**config.mk**
```make
export PLATFORM = sky130hd
export DESIGN_NAME = axi_cmd_master
export DESIGN_NICKNAME = d
export VERILOG_FILES = /design/src/rtl/axi_cmd_master.sv
export SDC_FILE = /design/constraint.sdc
export NUM_CORES = 1
export LEC_CHECK = 0
export BUFFER_PORTS_ARGS = -buffer_cell sky130_fd_sc_hd__buf_2
export CAP_MARGIN = 30
export CORE_AREA = 2 2 219 221
export DETAILED_ROUTE_END_ITERATION = 6
export DIE_AREA = 0 0 221 223
export SYNTH_ARGS = -nofsm -noshare
export SYNTH_HDL_FRONTEND = slang
export SYNTH_SLANG_ARGS = --single-unit
```
**constraint.sdc**
```tcl
create_clock -name clk -period 2.8 [get_ports clk]
set_clock_uncertainty 0.15 [all_clocks]
set_input_delay 0.56 -clock clk [delete_from_list [all_inputs] [get_ports clk]]
set_output_delay 0.56 -clock clk [all_outputs]
set_load 0.05 [all_outputs]
```
**src/rtl/axi_cmd_master.sv**
```systemverilog
`default_nettype none
// ============================================================================
// Module      : axi_cmd_master
// Description : Turns single commands (write, read, poll-until-match) into
//               AXI4-Lite master transactions and returns one response per
//               command.
//
//   Command side : cmd_valid/cmd_ready handshake. cmd_op selects the
//                  operation: 00 write, 01 read, 10 poll, 11 reserved.
//                  cmd_addr, cmd_wdata, cmd_wstrb, cmd_mask, cmd_match and
//                  cmd_poll_limit are captured on acceptance.
//   Response side: rsp_valid/rsp_ready handshake. rsp_rdata holds the last
//                  read data, rsp_status is 00 ok, 01 AXI error, 10 poll
//                  timeout, 11 bad op. rsp_polls is the number of reads issued.
//   busy         : high whenever the engine is not idle.
//   M_AXI_*      : AXI4-Lite master (AW, W, B, AR, R channels).
//
// Revision    : 1.0 - initial release
// ============================================================================
module axi_cmd_master #(
    parameter int addr_width = 32,
    parameter int data_width = 64,
    parameter int poll_width = 16
) (
    input  logic                      clk,
    input  logic                      reset,
    // command channel
    input  logic                      cmd_valid,
    output logic                      cmd_ready,
    input  logic [1:0]                cmd_op,
    input  logic [addr_width-1:0]     cmd_addr,
    input  logic [data_width-1:0]     cmd_wdata,
    input  logic [data_width/8-1:0]   cmd_wstrb,
    input  logic [data_width-1:0]     cmd_mask,
    input  logic [data_width-1:0]     cmd_match,
    input  logic [poll_width-1:0]     cmd_poll_limit,
    // response channel
    output logic                      rsp_valid,
    input  logic                      rsp_ready,
    output logic [data_width-1:0]     rsp_rdata,
    output logic [1:0]                rsp_status,
    output logic [poll_width-1:0]     rsp_polls,
    output logic                      busy,
    // AXI4-Lite write address channel
    output logic [addr_width-1:0]     M_AXI_AWADDR,
    output logic [2:0]                M_AXI_AWPROT,
    output logic                      M_AXI_AWVALID,
    input  logic                      M_AXI_AWREADY,
    // AXI4-Lite write data channel
    output logic [data_width-1:0]     M_AXI_WDATA,
    output logic [data_width/8-1:0]   M_AXI_WSTRB,
    output logic                      M_AXI_WVALID,
    input  logic                      M_AXI_WREADY,
    // AXI4-Lite write response channel
    input  logic [1:0]                M_AXI_BRESP,
    input  logic                      M_AXI_BVALID,
    output logic                      M_AXI_BREADY,
    // AXI4-Lite read address channel
    output logic [addr_width-1:0]     M_AXI_ARADDR,
    output logic [2:0]                M_AXI_ARPROT,
    output logic                      M_AXI_ARVALID,
    input  logic                      M_AXI_ARREADY,
    // AXI4-Lite read data channel
    input  logic [data_width-1:0]     M_AXI_RDATA,
    input  logic [1:0]                M_AXI_RRESP,
    input  logic                      M_AXI_RVALID,
    output logic                      M_AXI_RREADY
);

    localparam logic [1:0] c_OP_WRITE   = 2'b00;
    localparam logic [1:0] c_OP_READ    = 2'b01;
    localparam logic [1:0] c_OP_POLL    = 2'b10;
    localparam logic [1:0] c_OP_BAD     = 2'b11;

    localparam logic [1:0] c_ST_OK      = 2'b00;
    localparam logic [1:0] c_ST_AXI_ERR = 2'b01;
    localparam logic [1:0] c_ST_TIMEOUT = 2'b10;
    localparam logic [1:0] c_ST_BAD_OP  = 2'b11;

    localparam logic [1:0] c_RESP_OKAY  = 2'b00;

    localparam logic [poll_width-1:0] c_POLL_ONE = poll_width'(1);

    typedef enum logic [2:0] {
        IDLE         = 3'd0,
        WR_ADDR_DATA = 3'd1,
        WR_RESP      = 3'd2,
        RD_ADDR      = 3'd3,
        RD_DATA      = 3'd4,
        RESP         = 3'd5
    } state_t;

    state_t                    r_state;
    state_t                    w_next_state;

    logic [1:0]                r_op;
    logic [addr_width-1:0]     r_addr;
    logic [data_width-1:0]     r_wdata;
    logic [data_width/8-1:0]   r_wstrb;
    logic [data_width-1:0]     r_mask;
    logic [data_width-1:0]     r_match;
    logic [poll_width-1:0]     r_limit;
    logic [poll_width-1:0]     r_polls;
    logic [data_width-1:0]     r_rdata;
    logic [1:0]                r_status;
    logic                      r_aw_done;
    logic                      r_w_done;

    logic                      w_cmd_fire;
    logic                      w_aw_fire;
    logic                      w_w_fire;
    logic                      w_ar_fire;
    logic                      w_r_fire;
    logic                      w_b_fire;
    logic                      w_poll_hit;
    logic                      w_poll_last;

    // ------------------------------------------------------------------
    // Outputs are decoded from the state and registered flags only, so no
    // VALID ever depends combinationally on a READY.
    // ------------------------------------------------------------------
    assign cmd_ready     = (r_state == IDLE) && !reset;
    assign busy          = (r_state != IDLE);
    assign rsp_valid     = (r_state == RESP);
    assign rsp_rdata     = r_rdata;
    assign rsp_status    = r_status;
    assign rsp_polls     = r_polls;

    assign M_AXI_AWADDR  = r_addr;
    assign M_AXI_AWPROT  = 3'b000;
    assign M_AXI_AWVALID = (r_state == WR_ADDR_DATA) && !r_aw_done;
    assign M_AXI_WDATA   = r_wdata;
    assign M_AXI_WSTRB   = r_wstrb;
    assign M_AXI_WVALID  = (r_state == WR_ADDR_DATA) && !r_w_done;
    assign M_AXI_BREADY  = (r_state == WR_RESP);
    assign M_AXI_ARADDR  = r_addr;
    assign M_AXI_ARPROT  = 3'b000;
    assign M_AXI_ARVALID = (r_state == RD_ADDR);
    assign M_AXI_RREADY  = (r_state == RD_DATA);

    assign w_cmd_fire  = cmd_valid && cmd_ready;
    assign w_aw_fire   = M_AXI_AWVALID && M_AXI_AWREADY;
    assign w_w_fire    = M_AXI_WVALID && M_AXI_WREADY;
    assign w_b_fire    = M_AXI_BVALID && M_AXI_BREADY;
    assign w_ar_fire   = M_AXI_ARVALID && M_AXI_ARREADY;
    assign w_r_fire    = M_AXI_RVALID && M_AXI_RREADY;

    // Only the masked bits take part in the poll comparison.
    assign w_poll_hit  = ((M_AXI_RDATA ^ r_match) & r_mask) == '0;
    // r_polls already counts the read whose data is now arriving.
    assign w_poll_last = (r_polls == r_limit);

    // ------------------------------------------------------------------
    // State register
    // ------------------------------------------------------------------
    always_ff @(posedge clk) begin
        if (reset) begin
            r_state <= IDLE;
        end else begin
            r_state <= w_next_state;
        end
    end

    // ------------------------------------------------------------------
    // Next-state logic
    // ------------------------------------------------------------------
    always_comb begin
        w_next_state = r_state;
        case (r_state)
            IDLE: begin
                if (w_cmd_fire) begin
                    case (cmd_op)
                        c_OP_WRITE: w_next_state = WR_ADDR_DATA;
                        c_OP_READ,
                        c_OP_POLL:  w_next_state = RD_ADDR;
                        default:    w_next_state = RESP;
                    endcase
                end
            end
            WR_ADDR_DATA: begin
                // Each channel may complete in an earlier cycle or in this one.
                if ((r_aw_done || w_aw_fire) && (r_w_done || w_w_fire)) begin
                    w_next_state = WR_RESP;
                end
            end
            WR_RESP: begin
                if (w_b_fire) begin
                    w_next_state = RESP;
                end
            end
            RD_ADDR: begin
                if (w_ar_fire) begin
                    w_next_state = RD_DATA;
                end
            end
            RD_DATA: begin
                if (w_r_fire) begin
                    if ((M_AXI_RRESP != c_RESP_OKAY) || (r_op != c_OP_POLL) ||
                        w_poll_hit || w_poll_last) begin
                        w_next_state = RESP;
                    end else begin
                        w_next_state = RD_ADDR;
                    end
                end
            end
            RESP: begin
                if (rsp_ready) begin
                    w_next_state = IDLE;
                end
            end
            default: w_next_state = IDLE;
        endcase
    end

    // ------------------------------------------------------------------
    // Command capture, handshake bookkeeping and response fields
    // ------------------------------------------------------------------
    always_ff @(posedge clk) begin
        if (reset) begin
            r_op      <= c_OP_WRITE;
            r_addr    <= '0;
            r_wdata   <= '0;
            r_wstrb   <= '0;
            r_mask    <= '0;
            r_match   <= '0;
            r_limit   <= '0;
            r_polls   <= '0;
            r_rdata   <= '0;
            r_status  <= c_ST_OK;
            r_aw_done <= 1'b0;
            r_w_done  <= 1'b0;
        end else begin
            case (r_state)
                IDLE: begin
                    if (w_cmd_fire) begin
                        r_op      <= cmd_op;
                        r_addr    <= cmd_addr;
                        r_wdata   <= cmd_wdata;
                        r_wstrb   <= cmd_wstrb;
                        r_mask    <= cmd_mask;
                        r_match   <= cmd_match;
                        // A limit of zero still allows one read.
                        r_limit   <= (cmd_poll_limit == '0) ? c_POLL_ONE : cmd_poll_limit;
                        r_polls   <= '0;
                        r_rdata   <= '0;
                        r_aw_done <= 1'b0;
                        r_w_done  <= 1'b0;
                        r_status  <= (cmd_op == c_OP_BAD) ? c_ST_BAD_OP : c_ST_OK;
                    end
                end
                WR_ADDR_DATA: begin
                    if (w_aw_fire) begin
                        r_aw_done <= 1'b1;
                    end
                    if (w_w_fire) begin
                        r_w_done <= 1'b1;
                    end
                end
                WR_RESP: begin
                    if (w_b_fire) begin
                        r_status <= (M_AXI_BRESP == c_RESP_OKAY) ? c_ST_OK : c_ST_AXI_ERR;
                    end
                end
                RD_ADDR: begin
                    // Saturating read counter.
                    if (w_ar_fire && (r_polls != '1)) begin
                        r_polls <= r_polls + c_POLL_ONE;
                    end
                end
                RD_DATA: begin
                    if (w_r_fire) begin
                        r_rdata <= M_AXI_RDATA;
                        if (M_AXI_RRESP != c_RESP_OKAY) begin
                            r_status <= c_ST_AXI_ERR;
                        end else if ((r_op == c_OP_POLL) && !w_poll_hit && w_poll_last) begin
                            r_status <= c_ST_TIMEOUT;
                        end
                    end
                end
                default: begin
                end
            endcase
        end
    end

endmodule
`default_nettype wire

```
==> results of run 1 <==
==> power breakdown <==
part,switching [W],total (W),internal [W]
Combinational,0.00462,0.00642,0.00180
Sequential,0.000657,0.00645,0.00579
Clock,0.00220,0.00573,0.00354
Total,0.00747,0.0186,0.0111
==> per-stage QoR <==
step / cell area [um2] / util
after detailed placement: 17300 / 0.366
after floorplan: 14000 / -
after global routing: 19300 / 0.410
final: 19300 / 0.410
after global placement: 17300 / 0.366
after CTS: 19300 / 0.409
==> flip-flops by register name (all words and copies together), names as in the netlist <==
register and count:
M_AXI_WDATA 64, r_mask 64, r_match 64, rsp_rdata 64, M_AXI_ARADDR 32, r_limit 16
rsp_polls 16, M_AXI_WSTRB 8, r_state 3, r_op 2, rsp_status 2, r_aw_done 1
r_w_done 1
==> placed cells by master, fill, tap and decap left out, types with 6 or more instances in the layout <==
cell type,count
a21oi_1,77
nor4_1,11
dfxtp_1,335
buf_4,17
clkbuf_1,6
nand3_1,67
nand4_1,18
a22oi_1,32
buf_2,551
diode_2,7
nor2_1,30
dlygate4sd3_1,60
clkbuf_8,12
xnor2_1,26
conb_1,6
buf_12,15
bufinv_16,7
xor2_1,69
nand3b_1,246
clkbuf_16,39
nand2_1,582
==> final cells by class <==
class,instances,area (um2)
diodes,7,17.5
clock buffers,56,1150
clock inverters,15,300
fillers,4791,27800
inverters,4,15.0
multi-input cells,1210,6530
flip-flops and latches,337,6750
well taps,615,769
repair buffers,644,3800
==> critical path, cell delays in order, from the launching register on <==
cell      delay, ns
dfxtp_2        0.46
nand2b_1       0.23
nand2b_1       0.25
inv_1          0.11
buf_2          0.28
==> timing repair <==
item	in CTS	in global routing
hold buffers	60	0
gates resized for setup	0	3
endpoints found under the setup margin	0	3
endpoints found under the hold margin	60	0
==> cells by family (layout without fill, tap and decap cells) <==
kind of cell	count (synthesis)	after routing	synth area share
XOR/XNOR	95	95	0.0594
adder cells (fa/ha/maj)	3	3	0.00268
other	1	13	0.000268
AO/OA/AOI/OAI	127	127	0.0542
multiplexers	1	1	0.000803
AND/OR/NAND/NOR	978	978	0.346
buffers and inverters	162	719	0.0558
flip-flops	337	337	0.481
==> layer usage <==
metal,GRT usage,share of wire,vias to the layer above
li1,-,-,6650
met1,0.240,0.38,6439
met2,0.394,0.51,564
met3,0.0558,0.070,107
met4,0.0758,0.034,4
met5,0,0.00049,-
==> worst paths after layout <==
| path | cells past startpoint | from | endpoint |
|---|---|---|---|
| max reg2reg | 8 | r_match[52]$_SDFFE_PP0P_ | rsp_status[0]$_SDFFE_PP0P_ |
| min | 3 | cmd_wdata[3] | M_AXI_WDATA[3]$_SDFFE_PP0P_ |
| min reg2reg | 2 | rsp_rdata[31]$_SDFFE_PP0P_ | rsp_rdata[31]$_SDFFE_PP0P_ |
| max | 4 | r_state[2]$_SDFFE_PP0P_ | M_AXI_RREADY |
==> impl_metrics.toml, run 1 <==
[place]
gp_congestion = 0.878
hpwlAfterDp_um = 40800
dp_slack_ns = -0.0475
dp.cells = 2750
io_buffer_count = 552

[routing]
num_vias = 13800
first_pass_iters = 5
ant_nets = 0
drt-wirelength-per-cell_um = 19.2
drt-total-wl_um = 55400
via_per_inst = 4.77
drt_drc_violations_left = 0
initialDrtViolationCount = 1048

[synth]
syn_area_um2 = 14000
ys_ff_latch = 337
synth_area_per_cell_um2 = 8.22
ys_top_cells_by_area = "dfxtp_1 (48%), nand2_1 (16%), nand3b_1 (13%)"
synth_top_area_frac = 0.481
synth.most_common_cell = "nand2_1"
synth_ff_type = "dfxtp_1"
async_flop_share = 0
synth_cell_types = 44
syn_inst = 1704
ys_warn_count = 0
synth_commonest_cells = "nand2_1 (583), dfxtp_1 (337), nand3b_1 (246), clkbuf_1 (96), a21oi_1 (77)"
yosys.area.top_type = "dfxtp_1"
seq_area_frac_synth = 0.481
synth_edf_count = 0

[timing]
fin_ws_ns = 0.218
drv_slew = 0
finalCriticalPeriod_ns = 2.58
slew_headroom = 0.500
setup_tns_ns = 0
setup_viol_count_final = 0
finalCritPeriodShare = 0.922
clock.fmax_ghz = 0.387
worst_slew_pin_slew_ns = 0.750
rsz0062_at_grt = "false"
timing.final.hold_violations = 0
whs_ns = 0.0398

[global_routing]
grt_overflow_total = 0
grt_max_degree = 186
grtUsageTotal = 0.215
antenna_found_initial = 20
grt_pass1_vias = 13300
grt_pass1_wl_um = 81600

[cts]
cts_buffers = 39
cts_tree = "done"
cts.sinks = 337
cts_setup_buffers = 0
cts_buffer_depth = 3
clk_latency_ns = 0.57
cts-root-buf = "clkbuf_16"
clk_pin_slew_ns = 0.06
htree_levels = 2

[critical_path]
cp.required_ns = 2.09
path_class = "reg -> out"
end_kind = "output pin"
regToRegSetupSlack_ns = 0.31
arrival_ns = 1.87
start_kind = "flip-flop"
crit_fanout = 9

[final_layout]
final_cells = 2888
drive_above_1_share = 0.293
area_growth_pct = 37.9
layout.nets = 2566

[die]
ioPinCount = 559
die-area_um2 = 49300
die_y_um = 223
start_util = 0.297
rows = 80
die_w_um = 221
fp.coreArea_um2 = 47100

[outcome]
status = "finished, final reports clean"

[power_and_ir_drop]
power_w = 0.0186
powerDensity_nw_per_um2 = 963
ir_drop_mv = 0.614
leakage_nw = 9.42

[min_path]
hp-class = "in -> reg"

[job]
cap_violations = 0
No activity file was read; power rests on OpenSTA's default activity.
==> run 2: changes to the inputs <==
--- a/config.mk
+++ b/config.mk
@@ -5,11 +5,13 @@
 export SDC_FILE = /design/constraint.sdc
 export NUM_CORES = 1
 export LEC_CHECK = 0
+export ABC_AREA = 1
 export BUFFER_PORTS_ARGS = -buffer_cell sky130_fd_sc_hd__buf_2
 export CAP_MARGIN = 30
 export CORE_AREA = 2 2 219 221
 export DETAILED_ROUTE_END_ITERATION = 6
 export DIE_AREA = 0 0 221 223
+export SETUP_SLACK_MARGIN = 0.5
 export SYNTH_ARGS = -nofsm -noshare
 export SYNTH_HDL_FRONTEND = slang
 export SYNTH_SLANG_ARGS = --single-unit
==> constraint.sdc (replaced) <==
create_clock -name clk -period 2.6 [get_ports clk]
set_clock_uncertainty 0.15 [all_clocks]
set_input_delay 0.52 -clock clk [delete_from_list [all_inputs] [get_ports clk]]
set_output_delay 0.52 -clock clk [all_outputs]
set_load 0.05 [all_outputs]
==> impl_metrics.toml, run 2 <==
[routing]
drt-total-wl_um = 52300
num_vias = 15300
first_pass_iters = 5
via_per_inst = 4.77
ant_nets = 0
initialDrtViolationCount = 986
drt_drc_violations_left = 0
drt-wirelength-per-cell_um = 16.3

[cts]
cts_buffers = 39
cts_tree = "done"
clk_latency_ns = 0.54
cts_buffer_depth = 3
cts-root-buf = "clkbuf_16"
cts.sinks = 337
clk_pin_slew_ns = 0.06
htree_levels = 2

[synth]
synth_commonest_cells = "nand2_1 (638), nand3_1 (384), dfxtp_1 (337), nor2_1 (130), a21oi_1 (112)"
seq_area_frac_synth = 0.479
ys_warn_count = 0
synth_top_area_frac = 0.479
async_flop_share = 0
syn_inst = 1976
ys_top_cells_by_area = "dfxtp_1 (48%), nand2_1 (17%), nand3_1 (14%)"
yosys.area.top_type = "dfxtp_1"
ys_ff_latch = 337
synth_cell_types = 40
synth_ff_type = "dfxtp_1"
synth_edf_count = 0
synth_area_per_cell_um2 = 7.13
synth.most_common_cell = "nand2_1"
syn_area_um2 = 14100

[global_routing]
antenna_found_initial = 10
use_met1 = 0.232
grt_overflow_total = 0
grtUsageTotal = 0.197
grt_pass1_wl_um = 77700
grt_max_degree = 112
grt_use_met2 = 0.339
grt_pass1_vias = 14400
grtUsageMet3 = 0.0511
top_usage_layer = "met2"

[final_layout]
layout_common_cells = "nand2_1 (634), buf_2 (542), nand3_1 (382)"
layout_commonest_cell = "nand2_1"
area_growth_pct = 42.9
layout.nets = 2896
drive_above_1_share = 0.287
design_area_um2 = 20100

[timing]
drv_slew = 0
finalCritPeriodShare = 0.885
worst_slew_pin_slew_ns = 0.796
clock.fmax_ghz = 0.435
timing.final.hold_violations = 0
finalCriticalPeriod_ns = 2.30
setup_tns_ns = 0
slew_headroom = 0.469
rsz0062_at_grt = "true"
setup_viol_count_final = 0

[critical_path]
path_delay_family = "simple AND/OR/NAND/NOR gates"
path_class = "reg -> out"
cp.required_ns = 1.93
end_kind = "output pin"
arrival_ns = 1.63
start_kind = "flip-flop"
crit_fanout = 4
path_cells = "inv_8 > nor3_4 > inv_4 > nor2_4 > buf_8"
critPathMaxStageDelay_ns = 0.37
cp_slowest_cell = "dfxtp_4"
path_buf_inv = 3

[die]
die-area_um2 = 49300
die_y_um = 223
fp.coreArea_um2 = 47100
start_util = 0.299
ioPinCount = 559
die_w_um = 221
rows = 80

[place]
dpl_cell_area_um2 = 17200
gp_congestion = 0.853
hpwlAfterDp_um = 36800
io_buffer_count = 552

[power_and_ir_drop]
comb_power_share = 0.408
power_frac_seq = 0.330
p_clk_frac = 0.262
powerDensity_nw_per_um2 = 1050
p_sw_w = 0.00878
leakage_nw = 9.93
ir_drop_mv = 0.734
intPower_w = 0.0123
switching_share = 0.417

[job]
cap_violations = 0

[outcome]
status = "finished, final reports clean"

[min_path]
hp-class = "in -> reg"
run 2: cell count changes after synthesis, sizes merged, moves of 26 or more:
cell	change
clkbuf	-27
nand2	+59
a22oi	-32
inv	+94
nand3	+318
xor2	-65
o21ai	+38
buf	+26
nor2	+104
nand3b	-244
a21oi	+35
run 2: area by class of cell:
type / count / area, um2
fillers: 4743 / 27000
flip-flops and latches: 337 / 6780
multi-input cells: 1390 / 6440
repair buffers: 700 / 4420
clock buffers: 61 / 1220
well taps: 615 / 769
inverters: 98 / 404
clock inverters: 8 / 71.3
diodes: 3 / 7.51
run 2: stage by stage:
step,setup WS (ns),utilization,cells,total power [W],hold WS (ns)
after floorplan,0.386,-,1981,0.0124,0.282
after global placement,0.0646,0.366,3016,0.0142,0.296
after detailed placement,0.0731,0.366,3016,0.0143,0.304
after CTS,0.278,0.417,3187,0.0205,0.000228
after global routing,0.251,0.427,3211,0.0221,0.0154
final,0.300,0.427,3212,0.0211,0.0290
run 2: path summary, 6_finish.rpt:
path	to	slack (ns)	cells after the start	startpoint
worst min register to register	M_AXI_WSTRB[2]$_SDFFE_PP0P_	0.31	2	M_AXI_WSTRB[2]$_SDFFE_PP0P_
worst max-delay path	M_AXI_AWVALID	0.30	5	r_state[0]$_SDFFE_PP0P_
worst max register to register	r_state[1]$_SDFFE_PP0P_	0.44	14	r_state[1]$_SDFFE_PP0P_
worst min-delay path	r_mask[5]$_SDFFE_PP0P_	0.03	3	cmd_mask[5]
run 2: worst min-delay path, cell delays in order:
cell	delay, ns
buf_2	0.08
nand2_1	0.04
nand2_1	0.05
run 2: cells by family after synthesis:
group | after synthesis | share of synthesized area
AND/OR/NAND/NOR | 1203 | 0.365
flip-flops | 337 | 0.479
buffers and inverters | 255 | 0.0841
AO/OA/AOI/OAI | 162 | 0.0593
XOR/XNOR | 15 | 0.00933
adder cells (fa/ha/maj) | 3 | 0.00267
other | 1 | 0.000266
run 2: power by group through the flow:
| stage | sequential (W) | combinational, W | clock (W) |
|---|---|---|---|
| 2_1_floorplan | 0.00862 | 0.00378 | 0 |
| 3_3_place_gp | 0.00698 | 0.00721 | 0 |
| 5_1_grt | 0.00708 | 0.00923 | 0.00582 |
| 4_1_cts | 0.00694 | 0.00787 | 0.00564 |
| 3_5_place_dp | 0.00703 | 0.00727 | 0 |
| 6_report | 0.00696 | 0.00860 | 0.00552 |
run 2: layer usage:
layer / vias to the layer above / wire length [um]
met3: 96 / 4040
li1: 7538 / -
met4: 8 / 1890
met5: - / 54
met1: 7029 / 21300
met2: 648 / 25100
run 2: timing repair:
| item | 4_1_cts | 5_1_grt |
|---|---|---|
| hold buffers | 86 | 0 |
| setup endpoints to repair | 87 | 61 |
| buffers inserted | 16 | 19 |
| cloned | 0 | 3 |
| endpoints found under the hold margin | 86 | 0 |
| pin swaps | 8 | 24 |
| gates resized for setup | 44 | 54 |
==> run 3: changes to the inputs <==
--- a/config.mk
+++ b/config.mk
@@ -11,7 +11,8 @@
 export CORE_AREA = 2 2 219 221
 export DETAILED_ROUTE_END_ITERATION = 6
 export DIE_AREA = 0 0 221 223
-export SETUP_SLACK_MARGIN = 0.5
+export SETUP_SLACK_MARGIN = 0.15
+export SLEW_MARGIN = 20
 export SYNTH_ARGS = -nofsm -noshare
 export SYNTH_HDL_FRONTEND = slang
 export SYNTH_SLANG_ARGS = --single-unit
==> impl_metrics.toml, run 3 (same netlist as run 2, synthesis figures left out) <==
[final_layout]
layout_common_cells = "nand2_1 (637), buf_2 (546), nand3_1 (384)"
nFillCells = 4807
area_growth_pct = 42.9
layout.nets = 2936
area.sequential_um2 = 6750
multiInputGateArea_um2 = 6220
layout_commonest_cell = "nand2_1"
drive_above_1_share = 0.260

[timing]
slew_headroom = 0.376
setup_viol_count_final = 0
worst_slew_pin_slew_ns = 0.936
rsz0062_at_grt = "true"
finalCritPeriodShare = 0.911
drv_slew = 0
finalCriticalPeriod_ns = 2.37
timing.final.hold_violations = 0
clock.fmax_ghz = 0.422
setup_tns_ns = 0

[die]
ioPinCount = 559
die-area_um2 = 49300
fp.coreArea_um2 = 47100
start_util = 0.299
die_w_um = 221
die_y_um = 223
rows = 80

[global_routing]
grtUsageTotal = 0.203
grt_pass1_wl_um = 80300
grt_pass1_vias = 15100
grt_overflow_total = 0
antenna_found_initial = 5
grt_max_degree = 123

[cts]
clk_pin_slew_ns = 0.06
cts-root-buf = "clkbuf_16"
clk_latency_ns = 0.55
cts_buffer_depth = 3
htree_levels = 2
cts.sinks = 337
cts_buffers = 40
cts_tree = "done"

[job]
cap_violations = 0

[critical_path]
regToRegSetupSlack_ns = 0.28
crit_fanout = 6
start_kind = "flip-flop"
cp.required_ns = 1.93
path_class = "reg -> out"
end_kind = "output pin"
arrival_ns = 1.70

[power_and_ir_drop]
power_w = 0.0200
p_sw_w = 0.00838
powerDensity_nw_per_um2 = 996
power_frac_seq = 0.346
p_clk_frac = 0.272
intPower_w = 0.0117
ir_drop_mv = 0.778
switching_share = 0.418
comb_power_share = 0.382
leakage_nw = 9.98

[place]
hpwlAfterDp_um = 36600
io_buffer_count = 552
gp_congestion = 0.826

[routing]
drt-total-wl_um = 52600
via_per_inst = 4.78
initialDrtViolationCount = 956
num_vias = 15500
ant_nets = 0
first_pass_iters = 7
drt-wirelength-per-cell_um = 16.2
drt_drc_violations_left = 10

[min_path]
hp-class = "in -> reg"

[outcome]
status = "finished with violations"
violations = "DRC"
-- run 3: critical path, cell delays in order, from the launching register on --
cell and delay, ns:
dfxtp_2 0.33, inv_2 0.13, nand2_4 0.09, nor2_4 0.14, inv_2 0.08, nor2_4 0.19
buf_8 0.18
-- run 3: path summary, 6_finish.rpt --
check                          startpoint  depth (start not counted)                            to
max               r_state[0]$_SDFFE_PP0P_                          6                     cmd_ready
max reg2reg       r_state[0]$_SDFFE_PP0P_                          9      r_match[56]$_SDFFE_PP0P_
min                          cmd_mask[12]                          3       r_mask[12]$_SDFFE_PP0P_
min reg2reg  M_AXI_WDATA[30]$_SDFFE_PP0P_                          2  M_AXI_WDATA[30]$_SDFFE_PP0P_
-- run 3: cell type report --
class,instances,share of cell area
flip-flops and latches,337,0.336
multi-input cells,1389,0.309
repair buffers,740,0.235
clock buffers,59,0.0583
well taps,615,0.0382
inverters,98,0.0189
clock inverters,10,0.00454
diodes,4,0.000497
-- run 3: stage by stage --
step           hold slack (ns)  instance area (um2)  setup slack, ns  std cells   util
2_1_floorplan            0.282                14100            0.259       1981      -
3_3_place_gp             0.298                17200           0.0447       3019  0.365
3_5_place_dp             0.304                17200           0.0393       3019  0.365
4_1_cts               0.000145                20000           0.0955       3240  0.424
5_1_grt                 0.0204                20100            0.109       3250  0.427
6_report                0.0299                20100            0.231       3252  0.427
-- run 3: what timing repair did --
| item | 4_1_cts | 5_1_grt |
|---|---|---|
| endpoints found under the hold margin | 150 | 0 |
| hold buffers | 150 | 0 |
| setup endpoints to repair | 5 | 23 |
| resized for setup | 9 | 10 |
| pin swaps | 1 | 3 |
| buffers inserted | 2 | 8 |
-- run 3: power groups by stage --
| stage | clock network, W | logic [W] | registers [W] |
|---|---|---|---|
| after floorplan | 0 | 0.00366 | 0.00860 |
| final | 0.00545 | 0.00766 | 0.00693 |
| after detailed placement | 0 | 0.00720 | 0.00700 |
| after CTS | 0.00561 | 0.00746 | 0.00691 |
| after global routing | 0.00580 | 0.00828 | 0.00705 |
| after global placement | 0 | 0.00711 | 0.00696 |
-- run 3: per-layer routing --
metal / track usage / routed length, um / vias up
met5: 0 / 24 / -
met4: 0.113 / 2640 / 4
met3: 0.0529 / 3790 / 124
met2: 0.348 / 25100 / 585
met1: 0.230 / 21000 / 7235
li1: - / - / 7597
